[src/rtl/rx_frame_sequencer.sv]
// Frame assembler behind the UART RX byte selector: SYNC, CMD, LEN, PAYLOAD[LEN], CHK.
// A verified frame is held for the command interpreter until accepted; framing faults pulse an error.
module rx_frame_sequencer #(
  parameter logic [7:0] SYNC_BYTE   = 8'hAA,
  parameter int         MAX_LEN     = 8,
  parameter int         TIMEOUT_CLK = 104160
) (
  input  logic       clk_b_selector,
  input  logic       rst_b_selector,
  input  logic       in_byte_en,
  input  logic [7:0] in_byte,
  input  logic       in_cmd_ready,
  input  logic [3:0] in_rd_addr,
  output logic       out_cmd_valid,
  output logic [7:0] out_cmd,
  output logic [3:0] out_len,
  output logic [7:0] out_rd_data,
  output logic       out_busy,
  output logic       out_err_chk,
  output logic       out_err_len,
  output logic       out_err_tmo,
  output logic       out_err_ovr
);

  typedef enum logic [2:0] {
    S_IDLE, S_CMD, S_LEN, S_PAYLOAD, S_CHK, S_HOLD
  } state_t;

  localparam logic [7:0]  MAX_LEN_B = 8'(MAX_LEN);
  // The error edge is the one on which the idle count would reach TIMEOUT_CLK-1.
  localparam logic [31:0] TMO_LAST  = 32'(TIMEOUT_CLK - 2);

  state_t             state_q, state_d;
  logic [7:0]         cmd_q, cmd_d;
  logic [7:0]         chk_q, chk_d;
  logic [3:0]         len_q, len_d;
  logic [3:0]         idx_q, idx_d;
  logic [31:0]        timer_q, timer_d;
  logic               err_chk_q, err_chk_d;
  logic               err_len_q, err_len_d;
  logic               err_tmo_q, err_tmo_d;
  logic               err_ovr_q, err_ovr_d;
  logic [7:0]         buf_q [MAX_LEN];
  logic [7:0]         buf_d [MAX_LEN];
  logic [MAX_LEN-1:0] buf_we;
  logic               timing;
  logic               tmo_hit;

  assign timing  = (state_q == S_CMD) || (state_q == S_LEN) ||
                   (state_q == S_PAYLOAD) || (state_q == S_CHK);
  // A strobe in the final count cycle wins over the timeout.
  assign tmo_hit = timing && !in_byte_en && (timer_q == TMO_LAST);

  // State register
  always_ff @(posedge clk_b_selector or posedge rst_b_selector) begin
    if (rst_b_selector) begin
      state_q <= S_IDLE;
    end else begin
      state_q <= state_d;
    end
  end

  // Next-state logic
  always_comb begin
    state_d = state_q;
    case (state_q)
      S_IDLE:    if (in_byte_en && (in_byte == SYNC_BYTE)) state_d = S_CMD;
      S_CMD:     if (in_byte_en) state_d = S_LEN;
      S_LEN: begin
        if (in_byte_en) begin
          if (in_byte > MAX_LEN_B)  state_d = S_IDLE;
          else if (in_byte == 8'd0) state_d = S_CHK;
          else                      state_d = S_PAYLOAD;
        end
      end
      S_PAYLOAD: if (in_byte_en && (idx_q == len_q - 4'd1)) state_d = S_CHK;
      S_CHK:     if (in_byte_en) state_d = (in_byte == chk_q) ? S_HOLD : S_IDLE;
      S_HOLD:    if (in_cmd_ready) state_d = S_IDLE;
      default:   state_d = S_IDLE;
    endcase
    if (tmo_hit) state_d = S_IDLE;
  end

  // Datapath and error-pulse next values
  always_comb begin
    cmd_d     = cmd_q;
    len_d     = len_q;
    idx_d     = idx_q;
    chk_d     = chk_q;
    timer_d   = (timing && !in_byte_en && !tmo_hit) ? timer_q + 32'd1 : 32'd0;
    err_chk_d = 1'b0;
    err_len_d = 1'b0;
    err_ovr_d = 1'b0;
    err_tmo_d = tmo_hit;
    if (in_byte_en) begin
      case (state_q)
        S_IDLE: begin
          if (in_byte == SYNC_BYTE) begin
            chk_d = 8'd0;
            idx_d = 4'd0;
          end
        end
        S_CMD: begin
          cmd_d = in_byte;
          chk_d = in_byte;
        end
        S_LEN: begin
          if (in_byte > MAX_LEN_B) begin
            err_len_d = 1'b1;
          end else begin
            len_d = in_byte[3:0];
            chk_d = chk_q ^ in_byte;
          end
        end
        S_PAYLOAD: begin
          chk_d = chk_q ^ in_byte;
          idx_d = idx_q + 4'd1;
        end
        S_CHK:   err_chk_d = (in_byte != chk_q);
        S_HOLD:  err_ovr_d = 1'b1;
        default: ;
      endcase
    end
  end

  for (genvar gi = 0; gi < MAX_LEN; gi++) begin : g_buf_we
    assign buf_we[gi] = (state_q == S_PAYLOAD) && in_byte_en && (idx_q == 4'(gi));
  end

  always_comb begin
    for (int i = 0; i < MAX_LEN; i++) begin
      buf_d[i] = buf_we[i] ? in_byte : buf_q[i];
    end
  end

  always_ff @(posedge clk_b_selector or posedge rst_b_selector) begin
    if (rst_b_selector) begin
      cmd_q     <= 8'd0;
      chk_q     <= 8'd0;
      len_q     <= 4'd0;
      idx_q     <= 4'd0;
      timer_q   <= 32'd0;
      err_chk_q <= 1'b0;
      err_len_q <= 1'b0;
      err_tmo_q <= 1'b0;
      err_ovr_q <= 1'b0;
      for (int i = 0; i < MAX_LEN; i++) buf_q[i] <= 8'd0;
    end else begin
      cmd_q     <= cmd_d;
      chk_q     <= chk_d;
      len_q     <= len_d;
      idx_q     <= idx_d;
      timer_q   <= timer_d;
      err_chk_q <= err_chk_d;
      err_len_q <= err_len_d;
      err_tmo_q <= err_tmo_d;
      err_ovr_q <= err_ovr_d;
      for (int i = 0; i < MAX_LEN; i++) buf_q[i] <= buf_d[i];
    end
  end

  // Output logic
  always_comb begin
    out_busy      = (state_q != S_IDLE);
    out_cmd_valid = (state_q == S_HOLD);
    out_rd_data   = 8'd0;
    for (int i = 0; i < MAX_LEN; i++) begin
      if (in_rd_addr == 4'(i)) out_rd_data = buf_q[i];
    end
  end

  assign out_cmd     = cmd_q;
  assign out_len     = len_q;
  assign out_err_chk = err_chk_q;
  assign out_err_len = err_len_q;
  assign out_err_tmo = err_tmo_q;
  assign out_err_ovr = err_ovr_q;

endmodule

[config.mk]
export PLATFORM = sky130hd
export DESIGN_NAME = rx_frame_sequencer
export DESIGN_NICKNAME = d
export VERILOG_FILES = /design/src/rtl/rx_frame_sequencer.sv
export SDC_FILE = /design/constraint.sdc
export NUM_CORES = 1
export LEC_CHECK = 0
export BUFFER_PORTS_ARGS = -buffer_cell sky130_fd_sc_hd__buf_2
export CORE_MARGIN = 2
export CORE_UTILIZATION = 30
export DETAILED_ROUTE_END_ITERATION = 16
export GPL_TIMING_DRIVEN = 0
export PLACE_DENSITY_LB_ADDON = 0.25
export SETUP_SLACK_MARGIN = 0.2
export SLEW_MARGIN = 20
export SYNTH_ARGS = -nofsm -noshare
export SYNTH_HDL_FRONTEND = slang
export SYNTH_SLANG_ARGS = --single-unit
[constraint.sdc]
create_clock -name clk_b_selector -period 10.8 [get_ports clk_b_selector]
set_input_delay 2.16 -clock clk_b_selector [delete_from_list [all_inputs] [get_ports clk_b_selector]]
set_output_delay 2.16 -clock clk_b_selector [all_outputs]
set_load 0.05 [all_outputs]
==> summary.txt <==
================================================================================
Cell at the root of the clock tree ................................    clkbuf_16
Total buffers and inverters traversed by the critical path ........            4
Antenna viol nets, final ..........................................            0
Count of max-cap constraint violations ............................            0
Type of the worst min-delay path ..................................      reg2reg
Wire length of the first global-routing pass ......................     26100 um
Summed negative setup slack over all endpoints ....................         0 ns
Post-synthesis net count ..........................................          631
R2r setup slk .....................................................      8.42 ns
TritonCTS buffer count ............................................           17
Cell type group with the largest total delay on the critical path . buffers and inverters
Total GRT Usage ...................................................        14.8%
Crit path capture type ............................................  output port
First-pass detailed-route iteration total .........................            5
Warnings from Yosys ...............................................            0
Reg2reg path depth ................................................            8
Total leakage power ...............................................      3.37 nW
Arrival @ worst endpoint ..........................................      4.08 ns
Period Utilization, post-route ....................................        57.8%
Number of vias after detailed routing .............................         4830
Cell Rows .........................................................           53
TritonCTS clock tree ..............................................        built
Total number of clock tree sinks ..................................          127
Delay of the slowest cell on the worst path .......................      0.38 ns
Transition time at the pin with the least slew margin .............     0.712 ns
Antenna Diode Count ...............................................            0
Input/output buffers ..............................................           40
Half-perimeter wire length after detailed placement ...............     11100 um
Number of top-level design ports ..................................           42
Flops & latches, synth ............................................          127
Maximum number of pins on one net before global-route repair ......           84
Initial antenna violation count ...................................            0
Overflow after GRT ................................................            0
FILL cells ........................................................         2083
Pins over their slew limit ........................................            0
1st-iter DRT viols ................................................          309
Initial Utilization ...............................................        30.6%
Slew margin rel. ..................................................        52.5%
CTS clk-pin slew, worst paths .....................................      0.05 ns
Largest fanout of any net on the critical path ....................           10
Aggregate routed wire length ......................................     15700 um
Critical Setup Path Class .........................................       in2out
Final-layout worst hold slack .....................................     0.503 ns
Average wire length per cell after detail routing .................      16.4 um
Chip height .......................................................       151 um
Final setup vio count .............................................            0
Primary flip-flop cell chosen by synthesis mapping ................      dfrtp_1
CTS H-Tree Depth ..................................................            4
Number of enable flip-flop cells after synthesis ..................            0
Total standard cell area after synthesis .......................... 0.00644 mm^2
Peak supply drop ..................................................   0.000103 V
Avg Cell Area, Syn ................................................    10.6 um^2
Detailed-route DRC error count ....................................            0
Unrepaired setup endpoints after global routing ...................           no
Cts hold-fix bufs .................................................            0
Final worst path period need ......................................      6.24 ns
Net count of the finished layout ..................................          691
Area growth from synthesis to layout ..............................        18.2%
Final core occ ....................................................        36.2%
Buffers from clock root to sink, at most ..........................            2
Unique cell type count in the Yosys netlist .......................           51
Kind of launch point of the worst setup path ...................... primary input
Resize count post-CTS .............................................            0
Die Width .........................................................       151 um
Run status ........................................................ complete, no violations
WP depth ..........................................................            7
Via/cell ratio ....................................................         5.05
Via count of the first global-routing pass ........................         4930
Sequential share of the synthesized area ..........................        49.3%
Hold Fails Final Rpt ..............................................            0
Floorplan Core Area ...............................................  0.0210 mm^2
Synthesized instance count ........................................          608
Worst hold path stage count .......................................            1
Ratio of cells with drive above 1 in the final layout .............        24.1%
Asr flop ratio synth ..............................................         100%
Post-CTS setup buffer count .......................................            0
Maximum clock rate ................................................      160 MHz
Placer Congestion .................................................        0.826
Crit path max-delay cell type .....................................     clkbuf_1
Worst-Skew Late Latency ...........................................      0.41 ns
Required time of the critical path ................................      8.64 ns
Die area ..........................................................  0.0227 mm^2
CP cell instances ................................................. clkbuf_1 -> buf_2 -> clkbuf_1 -> o21ai_0 -> a221oi_1 -> o21ai_0 -> buf_2
Total power divided by cell area ..................................  213 mW/mm^2
Max Clock Skew ....................................................    0.0102 ns
================================================================================
[routing by layer]
metal	GRT usage (%)	part of all wire, %	vias up
met2	24.0	47	93
met3	3.45	3.7	14
met5	0	0	-
li1	-	-	2290
met4	4.15	1.3	0
met1	19.7	48	2433
[stage by stage]
| stage | power, mW | std cells | area (um^2) | setup slack [ns] |
|---|---|---|---|---|
| after floorplan | 0.947 | 608 | 6440 | 4.50 |
| after global placement | 1.05 | 923 | 6990 | 3.80 |
| after detailed placement | 1.06 | 924 | 7020 | 4.54 |
| after CTS | 1.64 | 956 | 7610 | 4.54 |
| after global routing | 1.71 | 956 | 7610 | 4.35 |
| final | 1.62 | 956 | 7610 | 4.56 |
[worst paths after layout]
path	startpoint	to
setup / recovery	in_rd_addr[0]	out_rd_data[2]
hold / removal	buf_q[28]$_DFFE_PP0P_	buf_q[28]$_DFFE_PP0P_
setup reg to reg	timer_q[0]$_DFF_PP0_	timer_q[17]$_DFF_PP0_
hold reg to reg	buf_q[28]$_DFFE_PP0P_	buf_q[28]$_DFFE_PP0P_
max in group asynchronous	rst_b_selector	out_len[3]$_DFFE_PP0P_
min in group asynchronous	rst_b_selector	timer_q[2]$_DFF_PP0_
[cell families (layout without fill, tap and decap cells)]
logic type | after synthesis | count (layout) | share of synthesized area (%)
simple gates | 218 | 218 | 17.0
fa+ha+maj | 7 | 7 | 1.36
buf+inv | 50 | 123 | 3.24
xor+xnor | 45 | 45 | 6.12
mux | 85 | 85 | 14.7
flops | 127 | 127 | 49.3
compound gates | 76 | 76 | 8.24
[layout make-up]
| type | instances | area, um^2 | share of cell area, % |
|---|---|---|---|
| Tap cell | 275 | 344 | 4.52 |
| Clock buffer | 20 | 457 | 6.00 |
| Timing Repair Buffer | 41 | 228 | 2.99 |
| Clock inverter | 12 | 136 | 1.79 |
| Sequential cell | 127 | 3180 | 41.7 |
| Buffer | 35 | 153 | 2.00 |
| Inverter | 15 | 63.8 | 0.838 |
| Multi-Input combinational cell | 431 | 3050 | 40.1 |
[cell usage after synthesis (all sizes together) (15+ instances only)]
cell type / n / share of area [%]
nor2: 66 / 3.8
xor2: 17 / 2.3
xnor2: 28 / 3.8
inv: 15 / 0.87
nand3: 18 / 1.4
nor4: 20 / 1.9
nand2: 47 / 2.7
mux2: 77 / 13
dfrtp: 127 / 49
clkbuf: 23 / 1.3
o21ai: 28 / 2.2
[cell usage in the layout (no fill, tap or decap), types with 9 or more instances in the layout]
master	Yosys	routed
buf_2	11	51
xnor2_1	28	28
o21ai_0	25	25
mux2_2	73	73
dfrtp_1	127	127
inv_1	15	14
nand2_1	47	47
nor2_1	66	66
clkbuf_16	0	17
nor3_1	12	12
nand3_1	18	18
nor2b_1	12	12
nand4_1	9	9
xor2_1	17	17
clkbuf_1	23	24
nor4_1	20	20
[report_power, final]
group / switching, mW / internal, mW / total, mW
sequential: 0.0620 / 0.561 / 0.623
clock: 0.217 / 0.353 / 0.569
combinational: 0.267 / 0.161 / 0.428
total: 0.546 / 1.07 / 1.62
[flip-flops by register name, summed over array words and instances, names as in the netlist]
name / cells
out_err_len: 1
buf_q: 64
out_cmd: 8
out_err_chk: 1
timer_q: 32
out_err_ovr: 1
out_len: 4
out_err_tmo: 1
chk_q: 8
state_q: 3
idx_q: 4
[worst register-to-register path, delay by kind of cell, from the launching register on]
kind	cells	cell delay, ns
buf+inv	2	0.37
fa+ha+maj	1	0.15
flops	1	0.44
simple gates	5	1.30
(Power assumes the default switching activity.)
